**config.mk**
```make
export PLATFORM = sky130hd
export DESIGN_NAME = cpu_tick_ctrl
export DESIGN_NICKNAME = d
export VERILOG_FILES = /design/src/rtl/tick_pkg.sv /design/src/rtl/step_debounce.sv /design/src/rtl/cpu_tick_ctrl.sv
export SDC_FILE = /design/constraint.sdc
export NUM_CORES = 1
export LEC_CHECK = 0
export CAP_MARGIN = 20
export CORE_MARGIN = 5
export CORE_UTILIZATION = 30
export DETAILED_ROUTE_END_ITERATION = 16
export RECOVER_POWER = 100
export SYNTH_ARGS = -nofsm -noshare
export SYNTH_HDL_FRONTEND = slang
export SYNTH_SLANG_ARGS = --single-unit
```
**constraint.sdc**
```tcl
create_clock -name clk -period 1.9 [get_ports clk]
set_input_delay 0.38 -clock clk [delete_from_list [all_inputs] [get_ports clk]]
set_output_delay 0.38 -clock clk [all_outputs]
set_load 0.01 [all_outputs]
```
**src/rtl/tick_pkg.sv**
```systemverilog
// ---------------------------------------------------------------------------
// tick_pkg
//   Shared definitions for the CPU tick controller.
//   - mode_e      : CPU stepping mode encodings (HALT, STEP, RUN, FREE)
//   - reload_calc : divider reload value for a board clock / tick rate pair
// ---------------------------------------------------------------------------
package tick_pkg;

  typedef enum logic [1:0] {
    MODE_HALT = 2'b00,
    MODE_STEP = 2'b01,
    MODE_RUN  = 2'b10,
    MODE_FREE = 2'b11
  } mode_e;

  // A divider reloaded with R expires once every R+1 cycles, hence the -1.
  function automatic int unsigned reload_calc(input int unsigned clk_hz,
                                              input int unsigned tick_hz);
    return (clk_hz / tick_hz) - 1;
  endfunction

endpackage

```
**src/rtl/step_debounce.sv**
```systemverilog
// ---------------------------------------------------------------------------
// step_debounce
//   Turns the raw, asynchronous step push button into a single-cycle request.
//   A 2-flop synchroniser feeds a stability counter; the debounced level only
//   changes once the synchronised input has differed from it for
//   DEBOUNCE_CYCLES consecutive cycles. An accepted rising transition emits a
//   one-cycle registered pulse; releases and short glitches emit nothing.
//
// Ports:
//   clk     in  : board clock
//   resetn  in  : asynchronous active-low reset
//   btn     in  : raw push button, active-high
//   pulse   out : one-cycle pulse per accepted press
// ---------------------------------------------------------------------------
module step_debounce #(
  parameter int unsigned DEBOUNCE_CYCLES = 270_000  // must be >= 1
) (
  input  logic clk,
  input  logic resetn,
  input  logic btn,
  output logic pulse
);

  localparam int unsigned   CW       = $clog2(DEBOUNCE_CYCLES + 1);
  localparam logic [CW-1:0] CNT_LAST = CW'(DEBOUNCE_CYCLES - 1);

  logic          sync1_reg;
  logic          sync2_reg;
  logic          state_reg;
  logic          pulse_reg;
  logic [CW-1:0] cnt_reg;

  always_ff @(posedge clk or negedge resetn) begin
    if (!resetn) begin
      sync1_reg <= 1'b0;
      sync2_reg <= 1'b0;
      state_reg <= 1'b0;
      pulse_reg <= 1'b0;
      cnt_reg   <= '0;
    end else begin
      sync1_reg <= btn;
      sync2_reg <= sync1_reg;
      pulse_reg <= 1'b0;
      if (sync2_reg != state_reg) begin
        // Counter tracks how long the input has disagreed with the accepted
        // level; any agreement in between restarts the count.
        if (cnt_reg == CNT_LAST) begin
          state_reg <= sync2_reg;
          cnt_reg   <= '0;
          pulse_reg <= sync2_reg;  // only a new high level is a request
        end else begin
          cnt_reg <= cnt_reg + 1'b1;
        end
      end else begin
        cnt_reg <= '0;
      end
    end
  end

  assign pulse = pulse_reg;

endmodule

```
**src/rtl/cpu_tick_ctrl.sv**
```systemverilog
// ---------------------------------------------------------------------------
// cpu_tick_ctrl
//   Single-clock CPU step sequencer. Produces a one-cycle `tick` enable per
//   CPU step, qualified by the stepping mode and by the memory-busy stall,
//   and holds the core in reset for POR_CYCLES cycles after board reset.
//
// Ports:
//   clk         in  : board clock, the only clock
//   resetn      in  : asynchronous active-low board reset
//   mode        in  : 00 HALT, 01 STEP, 10 RUN, 11 FREE
//   div_load    in  : strobe, loads div_value into reload and divider
//   div_value   in  : new divider reload value
//   step_btn    in  : raw step push button, active-high
//   stall       in  : CPU/DMA busy; no tick issues while high
//   tick        out : one-cycle clock enable for CPU and register file
//   cpu_resetn  out : active-low core reset
//   pending     out : a request is waiting for stall to drop
//   tick_count  out : wrapping count of delivered ticks
//
// The reset reload value CLK_HZ/TICK_HZ-1 must fit in DIV_W bits and
// POR_CYCLES must be at least 1.
// ---------------------------------------------------------------------------
module cpu_tick_ctrl
  import tick_pkg::*;
#(
  parameter int unsigned CLK_HZ          = 27_000_000,
  parameter int unsigned TICK_HZ         = 1,
  parameter int unsigned DIV_W           = 25,
  parameter int unsigned POR_CYCLES      = 16,
  parameter int unsigned DEBOUNCE_CYCLES = 270_000,
  parameter int unsigned CNT_W           = 16
) (
  input  logic             clk,
  input  logic             resetn,
  input  logic [1:0]       mode,
  input  logic             div_load,
  input  logic [DIV_W-1:0] div_value,
  input  logic             step_btn,
  input  logic             stall,
  output logic             tick,
  output logic             cpu_resetn,
  output logic             pending,
  output logic [CNT_W-1:0] tick_count
);

  localparam int unsigned      RELOAD_INIT = reload_calc(CLK_HZ, TICK_HZ);
  localparam logic [DIV_W-1:0] RELOAD_RST  = DIV_W'(RELOAD_INIT);
  localparam int unsigned      POR_W       = $clog2(POR_CYCLES + 1);
  localparam logic [POR_W-1:0] POR_LAST    = POR_W'(POR_CYCLES - 1);

  mode_e            mode_reg;
  logic [POR_W-1:0] por_cnt_reg;
  logic             cpu_resetn_reg;
  logic [DIV_W-1:0] reload_reg,  reload_next;
  logic [DIV_W-1:0] div_reg,     div_next;
  logic             pending_reg, pending_next;
  logic             tick_reg,    tick_next;
  logic [CNT_W-1:0] tick_count_reg, tick_count_next;

  logic             step_pulse;
  logic             mode_chg;
  logic             expire;
  logic             req;

  step_debounce #(
    .DEBOUNCE_CYCLES(DEBOUNCE_CYCLES)
  ) u_step_debounce (
    .clk   (clk),
    .resetn(resetn),
    .btn   (step_btn),
    .pulse (step_pulse)
  );

  // Power-on reset sequencer and mode register.
  always_ff @(posedge clk or negedge resetn) begin
    if (!resetn) begin
      por_cnt_reg    <= '0;
      cpu_resetn_reg <= 1'b0;
      mode_reg       <= MODE_HALT;
    end else begin
      mode_reg <= mode_e'(mode);
      if (!cpu_resetn_reg) begin
        if (por_cnt_reg == POR_LAST) begin
          cpu_resetn_reg <= 1'b1;
        end else begin
          por_cnt_reg <= por_cnt_reg + 1'b1;
        end
      end
    end
  end

  always_comb begin
    mode_chg        = (mode_e'(mode) != mode_reg);
    expire          = (mode_reg == MODE_RUN) && (div_reg == '0);
    req             = expire || ((mode_reg == MODE_STEP) && step_pulse);

    reload_next     = reload_reg;
    div_next        = div_reg;
    pending_next    = pending_reg;
    tick_next       = 1'b0;
    tick_count_next = tick_count_reg;

    if (div_load) begin
      reload_next = div_value;
    end

    if (!cpu_resetn_reg || mode_chg) begin
      // Core in reset, or the mode register is about to change: restart the
      // period from the (possibly just loaded) reload value and forget any
      // request that belonged to the previous mode.
      div_next     = reload_next;
      pending_next = 1'b0;
    end else begin
      if (div_load) begin
        div_next = div_value;
      end else if ((mode_reg != MODE_RUN) || (div_reg == '0)) begin
        div_next = reload_reg;
      end else begin
        div_next = div_reg - 1'b1;
      end

      if (mode_reg == MODE_FREE) begin
        tick_next    = !stall;
        pending_next = 1'b0;
      end else if (pending_reg && !stall) begin
        // Delivering the held request; a new request landing in the same
        // cycle takes over the single pending slot instead of ticking twice.
        tick_next    = 1'b1;
        pending_next = req;
      end else if (req) begin
        if (stall) begin
          pending_next = 1'b1;  // already pending: the extra request is dropped
        end else begin
          tick_next = 1'b1;
        end
      end
    end

    if (tick_next) begin
      tick_count_next = tick_count_reg + 1'b1;
    end
  end

  always_ff @(posedge clk or negedge resetn) begin
    if (!resetn) begin
      reload_reg     <= RELOAD_RST;
      div_reg        <= RELOAD_RST;
      pending_reg    <= 1'b0;
      tick_reg       <= 1'b0;
      tick_count_reg <= '0;
    end else begin
      reload_reg     <= reload_next;
      div_reg        <= div_next;
      pending_reg    <= pending_next;
      tick_reg       <= tick_next;
      tick_count_reg <= tick_count_next;
    end
  end

  assign tick       = tick_reg;
  assign cpu_resetn = cpu_resetn_reg;
  assign pending    = pending_reg;
  assign tick_count = tick_count_reg;

endmodule
```
==> reports/qor.txt, run 1 <==
Yosys reg bits = 99
area leader, netlist = dfrtp_1
Final HPWL DP = 7440 µm
final core utilization = 42.2%
clock skew = 0.00604 ns
synth warn = 0
Internal = 3.67 mW
CP endpoint kind = flip-flop
family with the most delay on the worst path = simple AND/OR/NAND/NOR gates
Placed Area = 5830 µm²
grt ovf = 0
vias = 3,658
I/O pins = 51
predominant post-synthesis flop cell = dfrtp_1
worst skew pair latency = 0.35 ns
top-count cell post-synth = dfrtp_1
part of the cycle the worst path needs = 102%
Core Region = 15,300 µm²
Slowest Stage Delay on Critical Path = 0.42 ns
total wire length = 11,000 µm
final setup violation count = 8
endpoints failing hold = 0
Stages on worst setup path = 6
leakage power = 2.69 nW
worst-path fanout max = 8
Die W = 135 µm
Worst setup SP type = flip-flop
worst r2r dst = div_reg[7]
Slew @ Worst Pin = 1.05 ns
launch point of the worst reg-to-reg path = div_reg[8]
hold slack final = 0.334 ns
port bufs = 50
Syn Area/Cell = 10.3 µm²
ANT cells = 0
R2R setup slack = -0.04 ns
top cells by count, synth = 61 x dfrtp_1, 60 x nand2_1, 42 x nor2_1
DRT antenna net count = 0
CP required = 2.15 ns
critical path endpoint = div_reg[7]
CP arrival = 2.19 ns
synth top area cells = dfrtp_1 32%, dfstp_2 21%, xnor2_1 7.1%, nand2_1 4.8%, xor2_1 3.7%
max-cap violations = 0
pins over their slew limit = 0
Sink Count = 99
number of enable flip-flop cells after synthesis = 0
Worst Slack Setup Final = -0.0426 ns
Seq pwr share = 49.5%
slowest stage cell, crit path = dfrtp_1
# rows = 45
final cell count without fillers = 780
maximum vdd ir drop = 0.515 mV
height of the die = 135 µm
Synth Cell Area = 4710 µm²
f_max = 0.515 GHz
root buffer cell = clkbuf_16
area of the die = 18,300 µm²
Slew headroom = 29.7%
Final Cell Area = 6460 µm²
Period minus WS final = 1.94 ns
initial detailed-routing violation count = 177
switching part of the total power = 24.6%
All-Layer GR Usage = 12.5%
Crit Path Class = flip-flop to flip-flop
antenna violations before repair = 0
syn nets = 493
first-pass GRT wire length = 18,400 µm
power share of the clock group = 36.6%
status = finished with violations
CTS H-tree depth = 3
Worst Hold Class = input port to flip-flop
clock buffer depth = 2
Gate power share = 13.9%
largest net degree at the start of global routing = 49
Gate Count Post-Synth = 456
CTS clk-pin slew, worst paths = 0.06 ns
Synth cell types = 45
Sw Pwr = 1.20 mW
number of buffers and inverters on the critical path = 1
Cells after DPL = 751
Worst R2R Path Depth = 6
vias in the first global route = 3,770
Num CTS Buffers = 9
Cell Pwr Density = 753 nW/µm²
Critical Path Start = div_reg[8]
Starting Density = 30.8%
sequential element share of the synthesized area = 53.6%
DRC viols = 0
share of cells above drive strength 1 = 27.4%
asr flop ratio synth = 100%
unrepaired setup endpoints after global routing = yes
worst path cell trace = nor4_4, nand4_4, o21a_4, buf_12, or3_1, o311ai_1
failing checks = setup timing
fin nets = 601
vias per cell = 4.69
CTS tree = built
Area Growth Syn to Fin = 37.1%
wire per inst = 14.0 µm
Yosys top cell area share = 32.4%
GP Congestion = 0.808
drt first pass iters = 4
-- how the worst min path moves through the flow --
stage               slack, ns  depth (start not counted)                 startpoint                   endpoint
floorplan                0.08                          0                     resetn                 cpu_resetn
global placement         0.33                          0  u_step_debounce.sync1_reg  u_step_debounce.sync2_reg
detailed placement       0.34                          0  u_step_debounce.sync1_reg  u_step_debounce.sync2_reg
CTS                      0.35                          0  u_step_debounce.sync1_reg  u_step_debounce.sync2_reg
global route             0.33                          2                    mode[0]                mode_reg[0]
finish                   0.33                          2                    mode[0]                mode_reg[0]
-- layout by cell type (no fill, tap or decap), drive strengths merged, types with 4 or more instances in the layout --
cell            n
dfrtp          61
nand2          60
buf            53
nor2           42
xnor2          38
dfstp          38
clkdlybuf4s50  30
clkbuf         24
xor2           20
o21ai          20
dlygate4sd3    18
nand4          18
inv            17
nand2b         16
nand3          15
o221ai         14
nor3           13
and3           10
nor4            9
mux2i           6
ha              5
or3             4
-- power groups by stage --
stage	sequential (mW)	clock (mW)	combinational (mW)
final	2.41	1.78	0.675
after CTS	2.41	1.84	0.653
after detailed placement	2.43	0	0.623
after global routing	2.43	1.94	0.745
after floorplan	2.43	0	0.283
after global placement	2.43	0	0.612
-- per-layer routing --
metal  wire length, µm  global-route usage [%]
met5                 0                       0
met4               159                    4.65
met3               500                    3.79
met2              5360                    20.1
met1              4930                    15.9
-- worst register-to-register path: stages, from the launching register on --
cell and delay (ns):
dfrtp_1 0.42, nor4_4 0.37, nand4_4 0.21, o21a_4 0.29
buf_12 0.15, or3_1 0.31, o311ai_1 0.10
-- cell type report --
| cell class | instances | area [µm²] |
|---|---|---|
| inverters | 17 | 63.8 |
| well taps | 211 | 264 |
| multi-input cells | 325 | 2300 |
| clock buffers | 15 | 248 |
| repair buffers | 112 | 1030 |
| fillers | 1469 | 8850 |
| flip-flops and latches | 99 | 2520 |
| clock inverters | 1 | 30.0 |
-- through the flow --
step	TNS, ns	total power [mW]	setup slack, ns
floorplan	0	2.72	0.0310
global placement	-10.90	3.04	-0.372
detailed placement	-11.47	3.06	-0.372
CTS	-0.234	4.90	-0.0387
global route	-2.84	5.11	-0.146
finish	-0.125	4.87	-0.0426
-- timing repair --
action / CTS / global route
cloned: 2 / 0
hold buffers: 1 / 0
endpoints found under the hold margin: 7 / 0
setup endpoints to repair: 36 / 40
pin swaps: 7 / 22
buffers inserted: 6 / 4
resized for setup: 23 / 44
-- cells by family after synthesis --
family	share of synthesized area, %
compound gates	6.96
xor+xnor	10.8
fa+ha+maj	1.33
buf+inv	2.81
flops	53.6
mux	1.99
simple gates	22.6
No activity file was read; power rests on OpenSTA's default activity.
==> run 2: changes to the inputs <==
--- a/config.mk
+++ b/config.mk
@@ -9,6 +9,7 @@
 export CORE_MARGIN = 5
 export CORE_UTILIZATION = 30
 export DETAILED_ROUTE_END_ITERATION = 16
+export MAX_ROUTING_LAYER = met4
 export RECOVER_POWER = 100
 export SYNTH_ARGS = -nofsm -noshare
 export SYNTH_HDL_FRONTEND = slang
==> run 2 against run 1 <==
  * Clock-buffer cell count stayed put
  * Total power hardly changed
  * Routed wire length is 0.19% lower
  * Cell count stayed put
  * Cell area stayed put
  * Die area stayed put
  * Global-route usage is 0.38 points higher
  * Clock power hardly changed
  * Highest routed layer unchanged
  * Sequential share of layout area stayed put
  * Fmax hardly changed
  * The flow still finishes with violations (setup timing)
  * Critical path depth is 1 higher
==> reports/qor.txt, run 2 (synthesized netlist as in run 1, its figures left out) <==
Cell Pwr Density = 753 nW/µm² (about the same)
GP Congestion = 0.819 (+1.5%)
antenna violations before repair = 0 (unchanged)
vias in the first global route = 3,757 (-0.34%)
largest net degree at the start of global routing = 49 (unchanged)
final core utilization = 42.2% (unchanged)
unrepaired setup endpoints after global routing = yes
Worst R2R Path Depth = 7 (+1)
vias per cell = 4.70 (+0.27%)
CP required = 2.15 ns (about the same)
hold slack final = 0.334 ns (+0.000121 ns)
initial detailed-routing violation count = 188 (+6.2%)
CTS H-tree depth = 3 (unchanged)
f_max = 0.515 GHz (about the same)
WHS Path Cells = 2 (unchanged)
WL met3 = 484 µm (-3.2%)
total power = 4.87 mW (about the same)
metal2 WL = 5370 µm (+0.13%)
Worst Hold End = mode_reg[0]
Sink Count = 99 (unchanged)
maximum vdd ir drop = 0.515 mV (about the same)
fin nets = 601 (unchanged)
ANT cells = 0 (unchanged)
worst skew pair latency = 0.35 ns (about the same)
Area Growth Syn to Fin = 37.1% (unchanged)
Starting Density = 30.8% (unchanged)
endpoints failing hold = 0 (unchanged)
DRT antenna net count = 0 (unchanged)
pins over their slew limit = 0 (unchanged)
root buffer cell = clkbuf_16
DRT met1 WL = 4920 µm (-0.26%)
max layer used = met4
Placed Area = 5830 µm² (unchanged)
CTS clk-pin slew, worst paths = 0.06 ns (about the same)
Slowest Stage Delay on Critical Path = 0.38 ns (-0.04 ns)
grt ovf = 0 (unchanged)
launch point of the worst reg-to-reg path = div_reg[12]
Crit Path Class = flip-flop to flip-flop
share of cells above drive strength 1 = 27.4% (unchanged)
Worst Slack Setup Final = -0.0427 ns (-0.0000393 ns)
Slew @ Worst Pin = 1.04 ns (-0.00941 ns)
Final HPWL DP = 7440 µm (unchanged)
CTS tree = built
Slew headroom = 30.4% (+0.63 points)
# rows = 45 (unchanged)
status = finished with violations
commonest non-fill, non-tap cell in the layout = dfrtp_1
Setup TNS Final = -0.135 ns (-0.0104 ns)
leakage power = 2.69 nW (unchanged)
worst path cell trace = nor4_2, buf_4, nand4_1, o21a_4, buf_12, or3_1, o311ai_1
Final Cell Area = 6460 µm² (unchanged)
All-Layer GR Usage = 12.9% (+0.38 points)
clock skew = 0.00474 ns (-0.00130 ns)
slowest stage cell, crit path = dfstp_2
Die W = 135 µm (unchanged)
Worst setup SP type = flip-flop
HP Start = mode[0]
final setup violation count = 10 (+2)
commonest non-fill, non-tap cells in the layout = 61 x dfrtp_1, 58 x nand2_1, 42 x buf_4
Period minus WS final = 1.94 ns (+0.0000393 ns)
height of the die = 135 µm (unchanged)
Core Region = 15,300 µm² (unchanged)
total wire length = 10,900 µm (-0.19%)
CP endpoint kind = flip-flop
I/O pins = 51 (unchanged)
worst-path fanout max = 8 (unchanged)
area of the die = 18,300 µm² (unchanged)
CP arrival = 2.19 ns (about the same)
clock buffer depth = 2 (unchanged)
R2R setup slack = -0.04 ns (about the same)
max-cap violations = 0 (unchanged)
part of the cycle the worst path needs = 102% (about the same)
DRC viols = 0 (unchanged)
Num CTS Buffers = 9 (unchanged)
wire per inst = 14.0 µm (-0.19%)
port bufs = 50 (unchanged)
vias = 3,668 (+0.27%)
Worst Hold Class = input port to flip-flop
failing checks = setup timing
worst r2r dst = div_reg[7]
drt first pass iters = 5 (+1)
first-pass GRT wire length = 18,400 µm (+0.19%)
-- run 2: layer usage --
metal  up-vias  GRT usage [%]
met5         -              -
met4         0           4.65
met3        14           3.71
met2        68           20.0
met1      1794           16.1
li1       1792              -
-- run 2: layout make-up --
cell class / count / area, µm²
fill: 1469 / 8850
clock inverter: 1 / 30.0
sequential: 99 / 2520
timing repair buffer: 112 / 1030
multi-input combinational: 325 / 2300
clock buffer: 15 / 248
inverter: 17 / 63.8
tap: 211 / 264
-- run 2: metrics by stage --
step | setup slack [ns] | cells
detailed placement | -0.372 | 751
global route | -0.146 | 780
finish | -0.0427 | 780
floorplan | 0.0310 | 456
CTS | -0.0387 | 776
global placement | -0.372 | 751
-- run 2: power breakdown --
| part | switching (mW) | internal (mW) | total, mW |
|---|---|---|---|
| Sequential | 0.115 | 2.30 | 2.41 |
| Combinational | 0.325 | 0.350 | 0.674 |
| Clock | 0.755 | 1.02 | 1.78 |
| Total | 1.19 | 3.67 | 4.87 |
-- run 2: worst max path at each step --
stage	start	endpoint	slack [ns]	depth (start not counted)
4_1_cts	div_reg[12]	div_reg[7]	-0.04	7
5_1_grt	div_reg[12]	tick_count[4]	-0.15	8
3_5_place_dp	mode[1]	div_reg[7]	-0.37	6
3_3_place_gp	mode[1]	div_reg[6]	-0.37	7
6_report	div_reg[12]	div_reg[7]	-0.04	7
2_1_floorplan	div_reg[9]	div_reg[7]	0.03	6
-- run 2: repair_timing --
item / in CTS / in global routing
endpoints found under the setup margin: 36 / 40
pin swaps: 7 / 22
hold endpoints to repair: 7 / 0
gates resized for setup: 23 / 44
cloned: 2 / 0
hold buffers: 1 / 0
buffers inserted: 6 / 4
-- run 2: worst max-delay path: cells and delay by family (launching register included) --
family          cells  cell delay [ns]
compound gates      2             0.40
buf+inv             2             0.30
flops               1             0.38
simple gates        3             0.76
